===== config.mk =====
export PLATFORM = sky130hd
export DESIGN_NAME = mem_image_sequencer
export DESIGN_NICKNAME = d
export VERILOG_FILES = /design/src/rtl/mem_seq_pkg.sv /design/src/rtl/bram_dump_reader.sv /design/src/rtl/mem_image_sequencer.sv
export SDC_FILE = /design/constraint.sdc
export NUM_CORES = 1
export LEC_CHECK = 0
export CORE_UTILIZATION = 35
export DETAILED_ROUTE_END_ITERATION = 8
export MAX_ROUTING_LAYER = met4
export PLACE_DENSITY = 0.69
export SYNTH_ARGS = -nofsm -noshare
export SYNTH_HDL_FRONTEND = slang
export SYNTH_SLANG_ARGS = --single-unit

===== constraint.sdc =====
create_clock -name CPU_CLK -period 7.4 [get_ports CPU_CLK]
set_clock_uncertainty 0.05 [all_clocks]
set_input_delay 0.74 -clock CPU_CLK [delete_from_list [all_inputs] [get_ports CPU_CLK]]
set_output_delay 0.74 -clock CPU_CLK [all_outputs]
set_load 0.1 [all_outputs]

===== src/rtl/mem_seq_pkg.sv =====
// Shared encodings for the memory image sequencer: top-level states, dump
// sub-phases and BRAM segment selectors.
package mem_seq_pkg;

  typedef enum logic [2:0] {
    S_IDLE   = 3'd0,
    S_LOAD_D = 3'd1,
    S_LOAD_I = 3'd2,
    S_HOLD   = 3'd3,
    S_RUN    = 3'd4,
    S_DUMP_D = 3'd5,
    S_DUMP_I = 3'd6,
    S_DONE   = 3'd7
  } seq_state_t;

  typedef enum logic [1:0] {
    PH_IDLE = 2'd0,
    PH_ADDR = 2'd1,
    PH_CAPT = 2'd2,
    PH_SEND = 2'd3
  } dump_phase_t;

  localparam logic SEG_DATA = 1'b0;
  localparam logic SEG_INST = 1'b1;

  function automatic int max_int(input int a, input int b);
    return (a > b) ? a : b;
  endfunction

endpackage


===== src/rtl/bram_dump_reader.sv =====
// Walks one BRAM segment word by word: drive address, capture read data,
// then present it on a valid/ready output until consumed.
module bram_dump_reader
  import mem_seq_pkg::*;
#(
  parameter int WORDS = 4096,
  parameter int KW    = $clog2(WORDS) + 1
) (
  input  logic        clk,
  input  logic        rst,
  input  logic        start,
  input  logic [31:0] rd_data,
  output logic [31:0] rd_addr,
  input  logic        out_ready,
  output logic        out_valid,
  output logic [31:0] out_data,
  output logic        out_last,
  output logic        seg_done
);

  dump_phase_t   phase_q, phase_d;
  logic [KW-1:0] k_q, k_d;
  logic [31:0]   data_q, data_d;
  logic          at_end;

  assign at_end    = (k_q == KW'(WORDS - 1));
  assign out_valid = (phase_q == PH_SEND);
  assign out_last  = out_valid && at_end;
  assign out_data  = data_q;
  assign seg_done  = out_valid && out_ready && at_end;
  assign rd_addr   = (phase_q == PH_ADDR) ? 32'({k_q, 2'b00}) : 32'd0;

  always_comb begin
    phase_d = phase_q;
    k_d     = k_q;
    data_d  = data_q;
    case (phase_q)
      PH_ADDR: phase_d = PH_CAPT;
      PH_CAPT: begin
        data_d  = rd_data;
        phase_d = PH_SEND;
      end
      PH_SEND: begin
        if (out_ready) begin
          if (at_end) begin
            phase_d = PH_IDLE;
          end else begin
            k_d     = k_q + KW'(1);
            phase_d = PH_ADDR;
          end
        end
      end
      default: ;
    endcase
    // A new segment may be launched on the same edge the previous one ends.
    if (start) begin
      phase_d = PH_ADDR;
      k_d     = '0;
    end
  end

  always_ff @(posedge clk or posedge rst) begin
    if (rst) begin
      phase_q <= PH_IDLE;
      k_q     <= '0;
      data_q  <= '0;
    end else begin
      phase_q <= phase_d;
      k_q     <= k_d;
      data_q  <= data_d;
    end
  end

endmodule


===== src/rtl/mem_image_sequencer.sv =====
// Loads data and instruction images into the core's BRAMs, runs the core for
// a fixed window, then streams both BRAMs back out.
module mem_image_sequencer
  import mem_seq_pkg::*;
#(
  parameter int BRAMWORDS  = 4096,
  parameter int RST_CYCLES = 5,
  parameter int RUN_CYCLES = 200000
) (
  input  logic        CPU_CLK,
  input  logic        CPU_RST,
  input  logic        start,
  input  logic        in_valid,
  output logic        in_ready,
  input  logic [31:0] in_data,
  input  logic        in_last,
  output logic [31:0] dcache_a2,
  output logic [31:0] dcache_wd2,
  output logic [3:0]  dcache_we2,
  input  logic [31:0] dcache_rd2,
  output logic [31:0] icache_a2,
  output logic [31:0] icache_wd2,
  output logic [3:0]  icache_we2,
  input  logic [31:0] icache_rd2,
  output logic        core_rst,
  output logic        out_valid,
  input  logic        out_ready,
  output logic [31:0] out_data,
  output logic        out_sel,
  output logic        out_last,
  output logic        busy,
  output logic        done
);

  localparam int KW = $clog2(BRAMWORDS) + 1;
  localparam int CW = $clog2(max_int(RUN_CYCLES, RST_CYCLES)) + 1;

  seq_state_t    state_q, state_d;
  logic [KW-1:0] k_q, k_d;
  logic [CW-1:0] cnt_q, cnt_d;
  logic [31:0]   wr_addr_q, wr_addr_d;
  logic [31:0]   wr_data_q, wr_data_d;
  logic [3:0]    wr_we_q, wr_we_d;
  logic          wr_sel_q, wr_sel_d;

  logic          load_hs;
  logic          seg_end;
  logic          run_end;
  logic          reader_start;
  logic          seg_done;
  logic [31:0]   rd_addr;
  logic [31:0]   rd_mux;

  assign in_ready = (state_q == S_LOAD_D) || (state_q == S_LOAD_I);
  assign load_hs  = in_ready && in_valid;
  assign seg_end  = in_last || (k_q == KW'(BRAMWORDS - 1));
  assign run_end  = (state_q == S_RUN) && (cnt_q == CW'(RUN_CYCLES - 1));
  assign core_rst = (state_q != S_RUN);
  assign busy     = state_q inside {S_LOAD_D, S_LOAD_I, S_HOLD, S_RUN, S_DUMP_D, S_DUMP_I};
  assign done     = (state_q == S_DONE);
  assign out_sel  = (state_q == S_DUMP_I) ? SEG_INST : SEG_DATA;
  assign rd_mux   = (out_sel == SEG_INST) ? icache_rd2 : dcache_rd2;

  // The reader's ADDR phase must coincide with the first dump cycle, so it is
  // launched on the edge that leaves RUN or finishes the data segment.
  assign reader_start = run_end || ((state_q == S_DUMP_D) && seg_done);

  always_comb begin
    state_d   = state_q;
    k_d       = k_q;
    cnt_d     = cnt_q;
    wr_addr_d = '0;
    wr_data_d = '0;
    wr_we_d   = '0;
    wr_sel_d  = wr_sel_q;
    case (state_q)
      S_IDLE, S_DONE: begin
        if (start) begin
          state_d = S_LOAD_D;
          k_d     = '0;
        end
      end
      S_LOAD_D, S_LOAD_I: begin
        if (load_hs) begin
          wr_addr_d = 32'({k_q, 2'b00});
          wr_data_d = in_data;
          wr_we_d   = 4'hF;
          wr_sel_d  = (state_q == S_LOAD_I) ? SEG_INST : SEG_DATA;
          if (seg_end) begin
            k_d     = '0;
            cnt_d   = '0;
            state_d = (state_q == S_LOAD_D) ? S_LOAD_I : S_HOLD;
          end else begin
            k_d = k_q + KW'(1);
          end
        end
      end
      S_HOLD: begin
        if (cnt_q == CW'(RST_CYCLES - 1)) begin
          cnt_d   = '0;
          state_d = S_RUN;
        end else begin
          cnt_d = cnt_q + CW'(1);
        end
      end
      S_RUN: begin
        if (run_end) begin
          cnt_d   = '0;
          state_d = S_DUMP_D;
        end else begin
          cnt_d = cnt_q + CW'(1);
        end
      end
      S_DUMP_D: if (seg_done) state_d = S_DUMP_I;
      S_DUMP_I: if (seg_done) state_d = S_DONE;
      default: state_d = S_IDLE;
    endcase
  end

  always_ff @(posedge CPU_CLK or posedge CPU_RST) begin
    if (CPU_RST) begin
      state_q   <= S_IDLE;
      k_q       <= '0;
      cnt_q     <= '0;
      wr_addr_q <= '0;
      wr_data_q <= '0;
      wr_we_q   <= '0;
      wr_sel_q  <= SEG_DATA;
    end else begin
      state_q   <= state_d;
      k_q       <= k_d;
      cnt_q     <= cnt_d;
      wr_addr_q <= wr_addr_d;
      wr_data_q <= wr_data_d;
      wr_we_q   <= wr_we_d;
      wr_sel_q  <= wr_sel_d;
    end
  end

  // Write registers are zero outside a write cycle, so the load and dump
  // paths can share the debug ports without further qualification.
  always_comb begin
    dcache_a2  = '0;
    dcache_wd2 = '0;
    dcache_we2 = '0;
    icache_a2  = '0;
    icache_wd2 = '0;
    icache_we2 = '0;
    if (wr_sel_q == SEG_DATA) begin
      dcache_a2  = wr_addr_q;
      dcache_wd2 = wr_data_q;
      dcache_we2 = wr_we_q;
    end else begin
      icache_a2  = wr_addr_q;
      icache_wd2 = wr_data_q;
      icache_we2 = wr_we_q;
    end
    if (state_q == S_DUMP_D) begin
      dcache_a2 = rd_addr;
    end else if (state_q == S_DUMP_I) begin
      icache_a2 = rd_addr;
    end
  end

  bram_dump_reader #(
    .WORDS(BRAMWORDS)
  ) u_reader (
    .clk      (CPU_CLK),
    .rst      (CPU_RST),
    .start    (reader_start),
    .rd_data  (rd_mux),
    .rd_addr  (rd_addr),
    .out_ready(out_ready),
    .out_valid(out_valid),
    .out_data (out_data),
    .out_last (out_last),
    .seg_done (seg_done)
  );

endmodule


==> metrics.md, run 1 <==
| Metric | Value |
|---|---|
| Distinct cell type count after synthesis | 55 |
| Worst-skew pair later-pin latency | 0.41 ns |
| Starting density of the core | 0.361 |
| Port Buffer Count | approximately 240 |
| Synth Cell Area | a little over 7000 um^2 |
| FF+latch count, synth | 129 |
| Clock Root Buffer | clkbuf_16 |
| Placeable Area | 19,700 um^2 |
| Ys async rst share | 1.00 |
| Startpoint types | flip-flop |
| Tmin final | 4.29 ns |
| CTS resizes | 0 |
| Vias in the first global route | 5,503 |
| Share of power burned in registers | 0.294 |
| Synth-to-layout area growth | 42.4% |
| Leak | approximately 0.0045 uW |
| Pwr Total | 3000 uW |
| Fin Hold WS | 0.428 ns |
| Routed WL per cell | ~16 um |
| CTS tree | built |
| Final period utilization | 0.580 |
| Vias | around 6,300 |
| Arr. time, crit path | 3.50 ns |
| Num CTS Buffers | 17 |
| H-tree depth | 4 |
| Combinational Power Share | 0.422 |
| Fmax | roughly 0.23 GHz |
| Setup Viol. Count Final | 0 |
| DRT iter0 DRCs | 352 |
| Crit path capture type | output pin |
| Die Span X | 145 um |
| Hold Vio Cnt, Final | 0 |
| Avg Cell Area, Syn | 9.09 um^2 |
| Initial DRT Pass Iterations | 5 |
| Largest net degree at the start of global routing | 84 |
| Worst Hold Class | flip-flop to flip-flop |
| I/O pin cnt | 277 |
| Final Util | 0.513 |
| Seq/Total Area, Yosys | 0.454 |
| Worst path max stage delay | 1.19 ns |
| Vias per Instance | just under 5 |
| Synth Instances | 782 |
| Setup TNS Final | 0 ns |
| Initial antenna violation count | 1 |
| Max-slew violations | 0 |
| Switching share of total power | 0.462 |
| Slowest CP cell | clkdlybuf4s50_1 |
| Slew margin rel. | 0.200 |
| Layout cells sized above 1 | 0.0595 |
| Gp weighted congestion | 0.851 |
| Synth warn | 0 |
| Hold_buf cts | 0 |
| Net Sw Power | 1390 uW |
| Max-cap violations | 0 |
| Final WL | 20,900 um |
| Detail Route Antenna Nets | 0 |
| Overflow after GRT | 0 |
| CP Cell Sequence | nor2b_1, nand2_2, buf_4, nand3_1, o21ai_0, clkdlybuf4s50_1 |
| CP Class | flip-flop to output pin |
| Register-to-Register Setup Slack | around 4.6 ns |
| Die Ht | 145 um |
| Outcome | complete, no violations |
| Peak supply drop | 166 uV |
| Row Count | 51 |
| CP Max Fanout | 46 |
| Tightest Pin Transition | 1.19 ns |
| Clock transition at path regs | roughly 0.06 ns |
| Clock power frac | 0.283 |
| Bufs on Longest Clock Path | 2 |
| Die ar. | 20,900 um^2 |
| Top FF cell, synth | dfrtp_1 |
| Internal Power | 1620 uW |
| HPWL Detailed | 15,800 um |
| Unrepaired setup endpoints after global routing | no |
| First-pass GRT wire length | approximately 31,000 um |
| Final net count | 1,101 |
| Global-route usage over all layers | 0.204 |
| EDFF count, synth | 0 |
| Clk sinks | 129 |
| Worst Path Required | around 6.6 ns |
| Setup bufs post-CTS | 0 |
| Drt drc | 0 |
| P per Cell Area | 297 nW/um^2 |
Yosys cell counts (3+ instances only):
library cell / instances / share of area
o21ai_0: 84 / 0.059
a31oi_1: 8 / 0.0070
and3_1: 3 / 0.0026
nand2b_1: 6 / 0.0053
o41ai_1: 5 / 0.0062
nor4_1: 7 / 0.0062
nand2_1: 80 / 0.042
ha_1: 4 / 0.0070
o211ai_1: 5 / 0.0053
o31ai_1: 9 / 0.0095
xor2_1: 4 / 0.0049
nand3_1: 38 / 0.027
and4_1: 4 / 0.0049
o22ai_1: 4 / 0.0035
or3_1: 12 / 0.011
and2_1: 83 / 0.073
nand4_1: 15 / 0.013
inv_1: 17 / 0.0090
nand3b_1: 14 / 0.015
buf_4: 44 / 0.046
a31o_2: 5 / 0.0062
dfrtp_1: 129 / 0.45
buf_1: 3 / 0.0016
buf_2: 5 / 0.0035
nor3_1: 13 / 0.0091
mux2i_1: 33 / 0.046
a21oi_1: 18 / 0.013
or4_1: 7 / 0.0074
clkbuf_1: 35 / 0.018
nor2_1: 23 / 0.012
nor2b_1: 37 / 0.033
registers in the layout, indices dropped and copies added (netlist names), 2 cells and up:
register           flops
state_q                3
wr_addr_q             13
u_reader.out_data     32
u_reader.phase_q       2
u_reader.k_q          13
k_q                   13
cnt_q                 19
wr_data_q             32
power by group through the flow:
| stage | sequential (uW) | clock [uW] | combinational (uW) |
|---|---|---|---|
| 4_1_cts | 885 | 867 | 1280 |
| 6_report | 884 | 851 | 1270 |
| 2_1_floorplan | 1490 | 0 | 363 |
| 3_3_place_gp | 895 | 0 | 1270 |
| 5_1_grt | 900 | 902 | 1320 |
| 3_5_place_dp | 897 | 0 | 1280 |
metrics by stage:
| stage | instance area, um^2 | cells | setup WS [ns] |
|---|---|---|---|
| 2_1_floorplan | 7250 | 819 | 3.11 |
| 3_3_place_gp | 9520 | 1241 | 3.57 |
| 3_5_place_dp | 9520 | 1241 | 3.53 |
| 4_1_cts | 10100 | 1273 | 3.08 |
| 5_1_grt | 10100 | 1274 | 2.88 |
| 6_report | 10100 | 1274 | 3.11 |
worst max-delay path: cells and delay by family, from the launching register on:
| kind | cells | cell delay, ns |
|---|---|---|
| buffers and inverters | 2 | 1.79 |
| DFF | 1 | 0.51 |
| AOI/OAI and AO/OA | 1 | 0.11 |
| and+or+nand+nor | 3 | 0.62 |
layout make-up:
| cell class | count | area [um^2] |
|---|---|---|
| Tap cell | 265 | 332 |
| Inverter | 18 | 70.1 |
| Timing Repair Buffer | 245 | 2430 |
| Clock buffer | 19 | 443 |
| Antenna cell | 1 | 2.50 |
| Fill cell | 1817 | 9590 |
| Multi-Input combinational cell | 584 | 3450 |
| Clock inverter | 13 | 160 |
| Sequential cell | 129 | 3230 |
cells in the final DEF (no fill, tap or decap), types with 3 or more instances in the layout:
cell	instances
o41ai_1	5
a31o_2	5
buf_4	7
xor2_1	4
o22ai_1	4
clkdlybuf4s50_1	238
clkinv_2	4
nand3_1	38
and2_1	83
o211ai_1	5
nor2_1	23
nand3b_1	14
nor4_1	7
clkbuf_16	17
ha_1	4
nand2b_1	5
nor2b_1	36
and4_1	4
bufinv_16	3
or4_1	7
nand2_1	79
dfrtp_1	128
clkinv_4	3
mux2i_1	33
o31ai_1	9
conb_1	38
a21oi_1	18
a31oi_1	8
or3_1	12
nor3_1	13
and3_1	3
inv_1	16
nand4_1	15
o21ai_0	84
cells by family after synthesis:
kind of cell	after synthesis	synth area share
AO/OA/AOI/OAI	148	0.121
XOR/XNOR	5	0.00616
other	1	0.000527
adder cells (fa/ha/maj)	4	0.00704
multiplexers	35	0.0496
flip-flops	129	0.454
buffers and inverters	106	0.0811
AND/OR/NAND/NOR	354	0.280
final timing paths:
path	start	endpoint	cells past startpoint
worst min-delay path	u_reader.out_data[30]$_DFFE_PP0P_	u_reader.out_data[30]$_DFFE_PP0P_	2
worst min register to register	u_reader.out_data[30]$_DFFE_PP0P_	u_reader.out_data[30]$_DFFE_PP0P_	2
worst max-delay path	state_q[1]$_DFFE_PP0P_	icache_a2[2]	6
max in group asynchronous	CPU_RST	u_reader.out_data[17]$_DFFE_PP0P_	3
min in group asynchronous	CPU_RST	u_reader.out_data[19]$_DFFE_PP0P_	2
worst max register to register	k_q[1]$_DFFE_PP0P_	cnt_q[5]$_DFFE_PP0P_	6
routing by layer:
metal,routed length [um],track usage
met3,1220,0.0450
met2,10600,0.332
met5,0,-
met1,8560,0.244
met4,499,0.0809
No activity file was read; power rests on OpenSTA's default activity.
==> inputs of run 2 (changes only) <==
PLACE_DENSITY = 0.72   (was 0.69)
clock period = 3.9 ns   (was 7.4 ns; I/O delays follow)
==> run 2 against run 1 <==
  * Final cell count up 0.16%
  * Sequential share of layout area up 0.59 points
  * Clock power up 77%
  * Register-to-register slack worse by 3.4 ns
  * Core utilization down 0.93 points
  * Cell area down 1.8%
  * Via count down 0.92%
  * Critical path type unchanged
  * Critical endpoint is now icache_wd2[11]
  * Largest power group unchanged
==> metrics.md, run 2 (synthesis gave the netlist of run 1 again) <==
| Metric | Value |
|---|---|
| Final net count | 1,103 (+0.18%) |
| Final instance area | 9940 um^2 (-1.8%) |
| Die ar. | 20,900 um^2 (unchanged) |
| Unrepaired setup endpoints after global routing | no |
| Port Buffer Count | 238 (unchanged) |
| Tightest Pin Transition | 1.12 ns (-0.0719 ns) |
| CTS tree | built |
| Leak | 0.00461 uW (+2.7%) |
| Die Span X | 145 um (unchanged) |
| Tmin final | 3.12 ns |
| Initial antenna violation count | 1 (unchanged) |
| Fin Hold WS | 0.427 ns (-0.000852 ns) |
| CP Class | flip-flop to output pin |
| Setup bufs post-CTS | 0 (unchanged) |
| Worst Hold Class | flip-flop to flip-flop |
| CP Max Fanout | 67 (+46%) |
| Crit path capture type | output pin |
| Drt drc | 0 (unchanged) |
| Initial DRT Pass Iterations | 5 (unchanged) |
| Starting density of the core | 0.361 (unchanged) |
| Placeable Area | 19,700 um^2 (unchanged) |
| Vias per Instance | 4.90 (-1.1%) |
| Clock Root Buffer | clkbuf_16 |
| Vias in the first global route | 5,361 (-2.6%) |
| Fillers | 1,844 (+1.5%) |
| Arr. time, crit path | 2.68 ns (-0.82 ns) |
| Final WL | 20,400 um (-2.5%) |
| Sequential cell area | 3230 um^2 (unchanged) |
| Footprint of the multi-input gates | 3450 um^2 (about the same) |
| Bufs on Longest Clock Path | 2 (unchanged) |
| Max-slew violations | 0 (unchanged) |
| Pwr Total | 5600 uW (+86%) |
| Clk sinks | 129 (unchanged) |
| Detail Route Antenna Nets | 0 (unchanged) |
| Setup TNS Final | 0 ns (unchanged) |
| Max-cap violations | 0 (unchanged) |
| Peak supply drop | 262 uV (+58%) |
| CP Cell Sequence | and2_1, clkdlybuf4s50_1 |
| Largest net degree at the start of global routing | 68 (-19%) |
| Slowest CP cell | clkdlybuf4s50_1 |
| HPWL Detailed | 15,600 um (-1.5%) |
| Post-DP Area | 9370 um^2 (-1.5%) |
| Die Ht | 145 um (unchanged) |
| Clock transition at path regs | 0.06 ns (about the same) |
| Vias | 6,255 (-0.92%) |
| Gp weighted congestion | 0.868 (+2.1%) |
| Startpoint types | flip-flop |
| Row Count | 51 (unchanged) |
| Worst Path Required | 3.46 ns (-3.15 ns) |
| Num CTS Buffers | 17 (unchanged) |
| First-pass GRT wire length | 30,000 um (-2.6%) |
| Layout cells sized above 1 | 0.128 (+0.0682) |
| Commonest non-fill, non-tap cell in the layout | clkdlybuf4s50_1 |
| I/O pin cnt | 277 (unchanged) |
| Final Util | 0.504 (-0.00926) |
| Global-route usage over all layers | 0.199 (-0.00518) |
| Most frequent cells in the layout | clkdlybuf4s50_1, dfrtp_1, o21ai_0 |
| P per Cell Area | 563 nW/um^2 (+90%) |
| Worst path max stage delay | 1.12 ns (-0.07 ns) |
| Slew margin rel. | 0.250 (+0.0498) |
| Synth-to-layout area growth | 39.8% |
| DRT iter0 DRCs | 299 (-15%) |
| Hold_buf cts | 0 (unchanged) |
| Outcome | complete, no violations |
| CTS resizes | 0 (unchanged) |
| H-tree depth | 4 (unchanged) |
| Setup Viol. Count Final | 0 (unchanged) |
| Worst-skew pair later-pin latency | 0.42 ns (about the same) |
| Routed WL per cell | 16.0 um (-2.6%) |
| Hold Vio Cnt, Final | 0 (unchanged) |
| Overflow after GRT | 0 (unchanged) |
| Fmax | 0.320 GHz |
| Final period utilization | 0.800 |
[run 2: worst max-delay path, delay by kind of cell (launching register included)]
kind	cells	cell delay (ns)
flops	1	0.91
buf+inv	1	1.12
simple gates	1	0.22
[run 2: path summary, 6_finish.rpt]
path                                                   start                                end  slack [ns]  cells after the start
setup / recovery                        wr_sel_q$_DFFE_PP0P_                     icache_wd2[11]        0.78                      2
hold / removal             u_reader.out_data[29]$_DFFE_PP0P_  u_reader.out_data[29]$_DFFE_PP0P_        0.43                      2
setup reg to reg                          k_q[0]$_DFFE_PP0P_               cnt_q[5]$_DFFE_PP0P_        1.19                      6
hold reg to reg            u_reader.out_data[29]$_DFFE_PP0P_  u_reader.out_data[29]$_DFFE_PP0P_        0.43                      2
max in group asynchronous                            CPU_RST            wr_data_q[22]$_DFF_PP0_        2.51                      3
min in group asynchronous                            CPU_RST  u_reader.out_data[24]$_DFFE_PP0P_        0.46                      2
[run 2: final cells by class]
type / count / share of cell area
diodes: 1 / 0.000252
clock buffers: 20 / 0.0459
clock inverters: 12 / 0.0109
inverters: 18 / 0.00705
multi-input cells: 584 / 0.347
flip-flops and latches: 129 / 0.325
well taps: 265 / 0.0334
repair buffers: 247 / 0.231
[run 2: layer usage]
layer / global-route usage / vias to the layer above / routed length [um]
li1: - / 3072 / -
met1: 0.242 / 2942 / 8420
met2: 0.326 / 226 / 10300
met3: 0.0424 / 15 / 1330
met4: 0.0643 / 0 / 295
met5: - / - / 0
[run 2: power breakdown]
part           internal (uW)  leakage, uW  switching, uW  total [uW]
Clock                    910     0.000265            604        1510
Sequential              1540      0.00169            140        1680
Combinational            510      0.00265           1890        2400
Total                   2960      0.00461           2640        5600
[run 2: metrics by stage]
step	instances	worst slack [ns]
finish	1276	0.779
global route	1276	0.627
CTS	1275	0.755
detailed placement	1243	1.10
global placement	1243	1.21
floorplan	819	-0.0450
